## src/rtl/regfile_wb_queue_if.sv

```systemverilog
// rtl/regfile_wb_queue_if.sv - result handshakes, register-file write port and forwarding lookups
interface regfile_wb_queue_if #(
  parameter int DEPTH  = 4,
  parameter int DATA_W = 32
);
  localparam int CW = $clog2(DEPTH + 1);

  logic              alu_valid;
  logic [4:0]        alu_reg;
  logic [DATA_W-1:0] alu_data;
  logic              alu_ready;

  logic              mem_valid;
  logic [4:0]        mem_reg;
  logic [DATA_W-1:0] mem_data;
  logic              mem_ready;

  logic              wb_hold;

  logic [4:0]        Write_reg;
  logic [DATA_W-1:0] Data;
  logic              RegWrite;

  logic [4:0]        fwd_reg1;
  logic [4:0]        fwd_reg2;
  logic              fwd_hit1;
  logic              fwd_hit2;
  logic [DATA_W-1:0] fwd_data1;
  logic [DATA_W-1:0] fwd_data2;

  logic [31:0]       pending;
  logic [CW-1:0]     count;

  modport slave (
    input  alu_valid, alu_reg, alu_data,
    output alu_ready,
    input  mem_valid, mem_reg, mem_data,
    output mem_ready,
    input  wb_hold,
    output Write_reg, Data, RegWrite,
    input  fwd_reg1, fwd_reg2,
    output fwd_hit1, fwd_hit2, fwd_data1, fwd_data2,
    output pending, count
  );

  modport master (
    output alu_valid, alu_reg, alu_data,
    input  alu_ready,
    output mem_valid, mem_reg, mem_data,
    input  mem_ready,
    output wb_hold,
    input  Write_reg, Data, RegWrite,
    output fwd_reg1, fwd_reg2,
    input  fwd_hit1, fwd_hit2, fwd_data1, fwd_data2,
    input  pending, count
  );
endinterface

```

## src/rtl/regfile_wb_queue.sv

```systemverilog
// rtl/regfile_wb_queue.sv - in-order write-back FIFO feeding the register file write port
// Load results win arbitration; lookups return the youngest queued value for a register.
module regfile_wb_queue #(
  parameter int DEPTH  = 4,
  parameter int DATA_W = 32
) (
  input  logic              clk,
  input  logic              rst,
  regfile_wb_queue_if.slave bus
);
  localparam int PW = $clog2(DEPTH);
  localparam int CW = $clog2(DEPTH + 1);

  typedef logic [PW-1:0] ptr_t;

  logic [4:0]        ent_reg  [DEPTH];
  logic [DATA_W-1:0] ent_data [DEPTH];
  ptr_t              head;
  ptr_t              tail;
  logic [CW-1:0]     occ;

  logic              not_full;
  logic              take_mem;
  logic              take_alu;
  logic              push;
  logic              pop;
  logic [4:0]        in_reg;
  logic [DATA_W-1:0] in_data;

  // Readies look only at occupancy and mem_valid, never at alu_valid.
  always_comb begin
    not_full = (occ < CW'(DEPTH));
    take_mem = bus.mem_valid && not_full;
    take_alu = bus.alu_valid && not_full && !bus.mem_valid;
    in_reg   = take_mem ? bus.mem_reg  : bus.alu_reg;
    in_data  = take_mem ? bus.mem_data : bus.alu_data;
    push     = (take_mem || take_alu) && (in_reg != 5'd0);
    pop      = (occ != '0) && !bus.wb_hold;
  end

  assign bus.mem_ready = not_full;
  assign bus.alu_ready = not_full && !bus.mem_valid;
  assign bus.RegWrite  = pop;
  assign bus.Write_reg = (occ != '0) ? ent_reg[head]  : 5'd0;
  assign bus.Data      = (occ != '0) ? ent_data[head] : '0;
  assign bus.count     = occ;

  always_ff @(posedge clk) begin
    if (rst) begin
      head <= '0;
      tail <= '0;
      occ  <= '0;
    end else begin
      if (push) begin
        tail <= tail + 1'b1;
      end
      if (pop) begin
        head <= head + 1'b1;
      end
      case ({push, pop})
        2'b10:   occ <= occ + 1'b1;
        2'b01:   occ <= occ - 1'b1;
        default: occ <= occ;
      endcase
    end
  end

  // Entry storage needs no reset: occupancy alone decides what is visible.
  always_ff @(posedge clk) begin
    if (!rst && push) begin
      ent_reg[tail]  <= in_reg;
      ent_data[tail] <= in_data;
    end
  end

  logic              hit1;
  logic              hit2;
  logic [DATA_W-1:0] data1;
  logic [DATA_W-1:0] data2;
  logic [31:0]       pend;
  ptr_t              idx;

  // Walk oldest to youngest so later matches overwrite earlier ones.
  always_comb begin
    hit1  = 1'b0;
    hit2  = 1'b0;
    data1 = '0;
    data2 = '0;
    pend  = '0;
    idx   = '0;
    for (int i = 0; i < DEPTH; i++) begin
      idx = head + ptr_t'(i);
      if (CW'(i) < occ) begin
        pend[ent_reg[idx]] = 1'b1;
        if ((bus.fwd_reg1 != 5'd0) && (ent_reg[idx] == bus.fwd_reg1)) begin
          hit1  = 1'b1;
          data1 = ent_data[idx];
        end
        if ((bus.fwd_reg2 != 5'd0) && (ent_reg[idx] == bus.fwd_reg2)) begin
          hit2  = 1'b1;
          data2 = ent_data[idx];
        end
      end
    end
  end

  assign bus.fwd_hit1  = hit1;
  assign bus.fwd_hit2  = hit2;
  assign bus.fwd_data1 = data1;
  assign bus.fwd_data2 = data2;
  assign bus.pending   = pend;
endmodule

```

## src/flat_wrapper.sv

```systemverilog
// flat-port wrapper written by rule: the top's interface ports become plain ports
module regfile_wb_queue_flat 
#(
  parameter int DEPTH  = 4,
  parameter int DATA_W = 32
)
  (clk, rst, bus_alu_valid, bus_alu_reg, bus_alu_data, bus_alu_ready, bus_mem_valid, bus_mem_reg, bus_mem_data, bus_mem_ready, bus_wb_hold, bus_Write_reg, bus_Data, bus_RegWrite, bus_fwd_reg1, bus_fwd_reg2, bus_fwd_hit1, bus_fwd_hit2, bus_fwd_data1, bus_fwd_data2, bus_pending, bus_count);
  regfile_wb_queue_if #(.DEPTH(DEPTH), .DATA_W(DATA_W)) bus_i ();
  input  logic clk;
  input  logic rst;
  input wire logic [$bits(bus_i.alu_valid)-1:0] bus_alu_valid;
  input wire logic [$bits(bus_i.alu_reg)-1:0] bus_alu_reg;
  input wire logic [$bits(bus_i.alu_data)-1:0] bus_alu_data;
  output wire logic [$bits(bus_i.alu_ready)-1:0] bus_alu_ready;
  input wire logic [$bits(bus_i.mem_valid)-1:0] bus_mem_valid;
  input wire logic [$bits(bus_i.mem_reg)-1:0] bus_mem_reg;
  input wire logic [$bits(bus_i.mem_data)-1:0] bus_mem_data;
  output wire logic [$bits(bus_i.mem_ready)-1:0] bus_mem_ready;
  input wire logic [$bits(bus_i.wb_hold)-1:0] bus_wb_hold;
  output wire logic [$bits(bus_i.Write_reg)-1:0] bus_Write_reg;
  output wire logic [$bits(bus_i.Data)-1:0] bus_Data;
  output wire logic [$bits(bus_i.RegWrite)-1:0] bus_RegWrite;
  input wire logic [$bits(bus_i.fwd_reg1)-1:0] bus_fwd_reg1;
  input wire logic [$bits(bus_i.fwd_reg2)-1:0] bus_fwd_reg2;
  output wire logic [$bits(bus_i.fwd_hit1)-1:0] bus_fwd_hit1;
  output wire logic [$bits(bus_i.fwd_hit2)-1:0] bus_fwd_hit2;
  output wire logic [$bits(bus_i.fwd_data1)-1:0] bus_fwd_data1;
  output wire logic [$bits(bus_i.fwd_data2)-1:0] bus_fwd_data2;
  output wire logic [$bits(bus_i.pending)-1:0] bus_pending;
  output wire logic [$bits(bus_i.count)-1:0] bus_count;
  assign bus_i.alu_valid = bus_alu_valid;
  assign bus_i.alu_reg = bus_alu_reg;
  assign bus_i.alu_data = bus_alu_data;
  assign bus_alu_ready = bus_i.alu_ready;
  assign bus_i.mem_valid = bus_mem_valid;
  assign bus_i.mem_reg = bus_mem_reg;
  assign bus_i.mem_data = bus_mem_data;
  assign bus_mem_ready = bus_i.mem_ready;
  assign bus_i.wb_hold = bus_wb_hold;
  assign bus_Write_reg = bus_i.Write_reg;
  assign bus_Data = bus_i.Data;
  assign bus_RegWrite = bus_i.RegWrite;
  assign bus_i.fwd_reg1 = bus_fwd_reg1;
  assign bus_i.fwd_reg2 = bus_fwd_reg2;
  assign bus_fwd_hit1 = bus_i.fwd_hit1;
  assign bus_fwd_hit2 = bus_i.fwd_hit2;
  assign bus_fwd_data1 = bus_i.fwd_data1;
  assign bus_fwd_data2 = bus_i.fwd_data2;
  assign bus_pending = bus_i.pending;
  assign bus_count = bus_i.count;
  regfile_wb_queue #(.DEPTH(DEPTH), .DATA_W(DATA_W)) u_core (.clk(clk), .rst(rst), .bus(bus_i));
endmodule
```

## config.mk

```make
export PLATFORM = sky130hd
export DESIGN_NAME = regfile_wb_queue_flat
export DESIGN_NICKNAME = d
export VERILOG_FILES = /design/src/rtl/regfile_wb_queue_if.sv /design/src/rtl/regfile_wb_queue.sv /design/src/flat_wrapper.sv
export SDC_FILE = /design/constraint.sdc
export NUM_CORES = 1
export LEC_CHECK = 0
export ABC_AREA = 1
export BUFFER_PORTS_ARGS = -buffer_cell sky130_fd_sc_hd__buf_2
export CELL_PAD_IN_SITES_DETAIL_PLACEMENT = 0
export CELL_PAD_IN_SITES_GLOBAL_PLACEMENT = 2
export CORE_MARGIN = 5
export CORE_UTILIZATION = 28
export DETAILED_ROUTE_END_ITERATION = 10
export PLACE_DENSITY = 0.83
export SLEW_MARGIN = 20
export SYNTH_ARGS = -nofsm -noshare
export SYNTH_HDL_FRONTEND = slang
export SYNTH_SLANG_ARGS = --single-unit
```

## constraint.sdc

```tcl
create_clock -name clk -period 3.8 [get_ports clk]
set_input_delay 0.76 -clock clk [delete_from_list [all_inputs] [get_ports clk]]
set_output_delay 0.76 -clock clk [all_outputs]
set_load 0.005 [all_outputs]
```

==> results.json <==
{
  "crit_path_end_kind": "output port",
  "largest_reg_flops": 128,
  "ys_top_cells_by_area": "edfxtp_1 31%, nand2_1 18%, nor2_1 12%",
  "cts_tree": "done",
  "r2r-end": "u_core.ent_data[2][14]$_DFFE_PP_",
  "placement.cell_area_um2": 16000,
  "synth-edff-count": 148,
  "hpwl_um": 39700,
  "ant_nets": 0,
  "clockBufferDepth": 2,
  "crit_required_ns": 3.04,
  "hold_viol": 0,
  "peakVddDrop_uv": 268,
  "worstPathMaxFanout": 45,
  "wl_um": 59000,
  "skew_ns": 0.00610,
  "ys_types": 39,
  "grt_pass1_wl_um": 84900,
  "rows": 82,
  "status": "complete, no violations",
  "synth.most_common_cell": "nand2_1",
  "reg2reg_depth": 10,
  "grt_max_degree": 96,
  "die_width_um": 235,
  "crit_start": "u_core.head[0]$_SDFFE_PP0P_",
  "ys_seq_elements": 157,
  "grtUsageTotal_pct": 20.1,
  "synthTopCellsByCount": "682 x nand2_1, 457 x nor2_1, 202 x inv_1",
  "syn_inst": 2199,
  "grt.overflow.total": 0,
  "core-area_um2": 50000,
  "setup-violations-final": 0,
  "max_clock_freq_mhz": 271,
  "tightest_slew_ns": 0.699,
  "initial_core_util_pct": 28.2,
  "drt-initial-drc-count": 1377,
  "fin_nets": 2465,
  "clock_sinks": 157,
  "rrSetupSlack_ns": 1.08,
  "fin_crit_sh_pct": 97.0,
  "die-height_um": 235,
  "min_path_type": "reg2reg",
  "synth.top_cell.area_share_pct": 31.5,
  "place_congestion": 0.926,
  "io_pins": 230,
  "wl_per_cell_um": 19.3,
  "synthesis.nets": 2297,
  "synth_async_sr_flop_share_pct": 0,
  "die_area_um2": 55000,
  "cp.arrival_ns": 2.93,
  "instances_no_fill": 3052,
  "dp.cells": 3014,
  "dr.pass1.iters": 6,
  "ys_warn_count": 0,
  "cts-root-buf": "clkbuf_16",
  "r2r-start": "u_core.bus.count[2]$_SDFFE_PP0P_",
  "grt_pass1_vias": 14100,
  "netlist_area_um2": 14100,
  "endpoint": "bus_fwd_data1[21]",
  "clk_pin_slew_ns": 0.06,
  "syn_to_final_growth_pct": 18.7,
  "seq_area_frac_synth_pct": 32.8,
  "numPortBuffers": 229,
  "vias": 15400,
  "ctsHtreeMaxLevel": 4,
  "start_kind": "flop",
  "synth_area_per_cell_um2": 6.42,
  "postLayoutCellArea_um2": 16800,
  "drive_above_1_share_pct": 16.6,
  "synth_ff_type": "edfxtp_1",
  "drv_slew": 0,
  "antenna_found_initial": 0,
  "cts_hold_buf": 0,
  "timing.slew.headroom_pct": 53.4,
  "maxCapViolCount": 0,
  "power.density_nw_per_um2": 616,
  "routed_via_density": 5.03,
  "leakage_nw": 7.85,
  "finalWorstPathRequiredPeriod_ns": 3.69,
  "clock_latency_ns": 0.44,
  "fill_cells": 5446,
  "yosys.area.top_type": "edfxtp_1",
  "critPathKind": "reg2out",
  "rsz0062_at_grt": "yes",
  "fin_setup_tns_ns": 0,
  "cts_buffers": 17,
  "drc": 0
}
cells in the final DEF, fill, tap and decap left out, types with 47 or more instances in the layout:
master,instances
a21oi_1,47
buf_2,229
edfxtp_1,148
inv_1,198
nand2_1,673
nand3_1,132
nor2_1,444
o21ai_0,121
per-stage QoR:
stage | util (%) | hold slack, ns | setup slack (ns) | power [mW]
after floorplan | - | 0.498 | -0.0350 | 6.24
after global placement | 32.0 | 0.522 | 0.344 | 8.54
after detailed placement | 32.0 | 0.537 | 0.348 | 8.59
after CTS | 33.2 | 0.551 | 0.00822 | 10.3
after global routing | 33.5 | 0.594 | -0.00168 | 11.1
final | 33.5 | 0.545 | 0.112 | 10.3
critical path, cell delays in order, from the launching register on:
cell and delay [ns]:
dfxtp_4 0.39, clkbuf_2 0.17, buf_4 0.15, nand2_1 0.05
nand2_1 0.11, nand2_1 0.11, nand2_2 0.10, xor2_1 0.16
nor2_1 0.24, nand2_1 0.15, nor2_4 0.17, buf_12 0.27
nor2_1 0.09, nand2_1 0.07, nand2_1 0.10, buf_2 0.15
cells by family (layout without fill, tap and decap cells):
| kind of cell | Yosys count | count (layout) | synth area share (%) |
|---|---|---|---|
| AO/OA/AOI/OAI | 313 | 313 | 14.0 |
| AND/OR/NAND/NOR | 1315 | 1315 | 36.9 |
| XOR/XNOR | 8 | 8 | 0.496 |
| other | 0 | 1 | 0 |
| adder cells (fa/ha/maj) | 9 | 9 | 0.798 |
| buffers and inverters | 333 | 513 | 10.3 |
| multiplexers | 64 | 64 | 4.82 |
| flip-flops | 157 | 157 | 32.8 |
what timing repair did:
action / CTS / global route
buffers inserted: 1 / 3
endpoints found under the setup margin: 64 / 68
hold endpoints to repair: 0 / 0
gates resized for setup: 5 / 29
cloned: 0 / 2
pin swaps: 0 / 1
power by group:
group / leakage (nW) / switching [mW] / internal, mW / total, mW
clock network: 0.266 / 0.726 / 0.908 / 1.63
registers: 1.43 / 0.128 / 2.15 / 2.28
logic: 6.16 / 4.53 / 1.89 / 6.41
total: 7.85 / 5.38 / 4.94 / 10.3
per-layer routing:
metal	vias to the layer above	global-route usage [%]	share of wire, %
met5	-	0	0
met4	0	5.33	2.1
met3	78	2.69	6.2
met2	582	33.5	47
met1	7178	27.5	45
li1	7525	-	-
worst min-delay path by stage:
stage / start / endpoint / slack [ns] / cells after the start
floorplan: u_core.tail[1]$_SDFFE_PP0P_ / u_core.tail[1]$_SDFFE_PP0P_ / 0.50 / 2
global placement: u_core.tail[1]$_SDFFE_PP0P_ / u_core.tail[1]$_SDFFE_PP0P_ / 0.52 / 2
detailed placement: u_core.tail[1]$_SDFFE_PP0P_ / u_core.tail[1]$_SDFFE_PP0P_ / 0.54 / 2
CTS: u_core.tail[1]$_SDFFE_PP0P_ / u_core.tail[1]$_SDFFE_PP0P_ / 0.55 / 2
global route: u_core.tail[1]$_SDFFE_PP0P_ / u_core.tail[1]$_SDFFE_PP0P_ / 0.59 / 2
finish: u_core.tail[1]$_SDFFE_PP0P_ / u_core.tail[1]$_SDFFE_PP0P_ / 0.55 / 2
final cells by class:
| class | instances | area (um2) | area share, % |
|---|---|---|---|
| Antenna cell | 1 | 2.50 | 0.0149 |
| Clock buffer | 17 | 425 | 2.54 |
| Clock inverter | 14 | 134 | 0.799 |
| Inverter | 206 | 778 | 4.64 |
| Multi-Input combinational cell | 1709 | 8210 | 49.0 |
| Sequential cell | 157 | 4630 | 27.7 |
| Tap cell | 672 | 841 | 5.02 |
| Timing Repair Buffer | 276 | 1730 | 10.3 |
No activity file was read; power rests on OpenSTA's default activity.
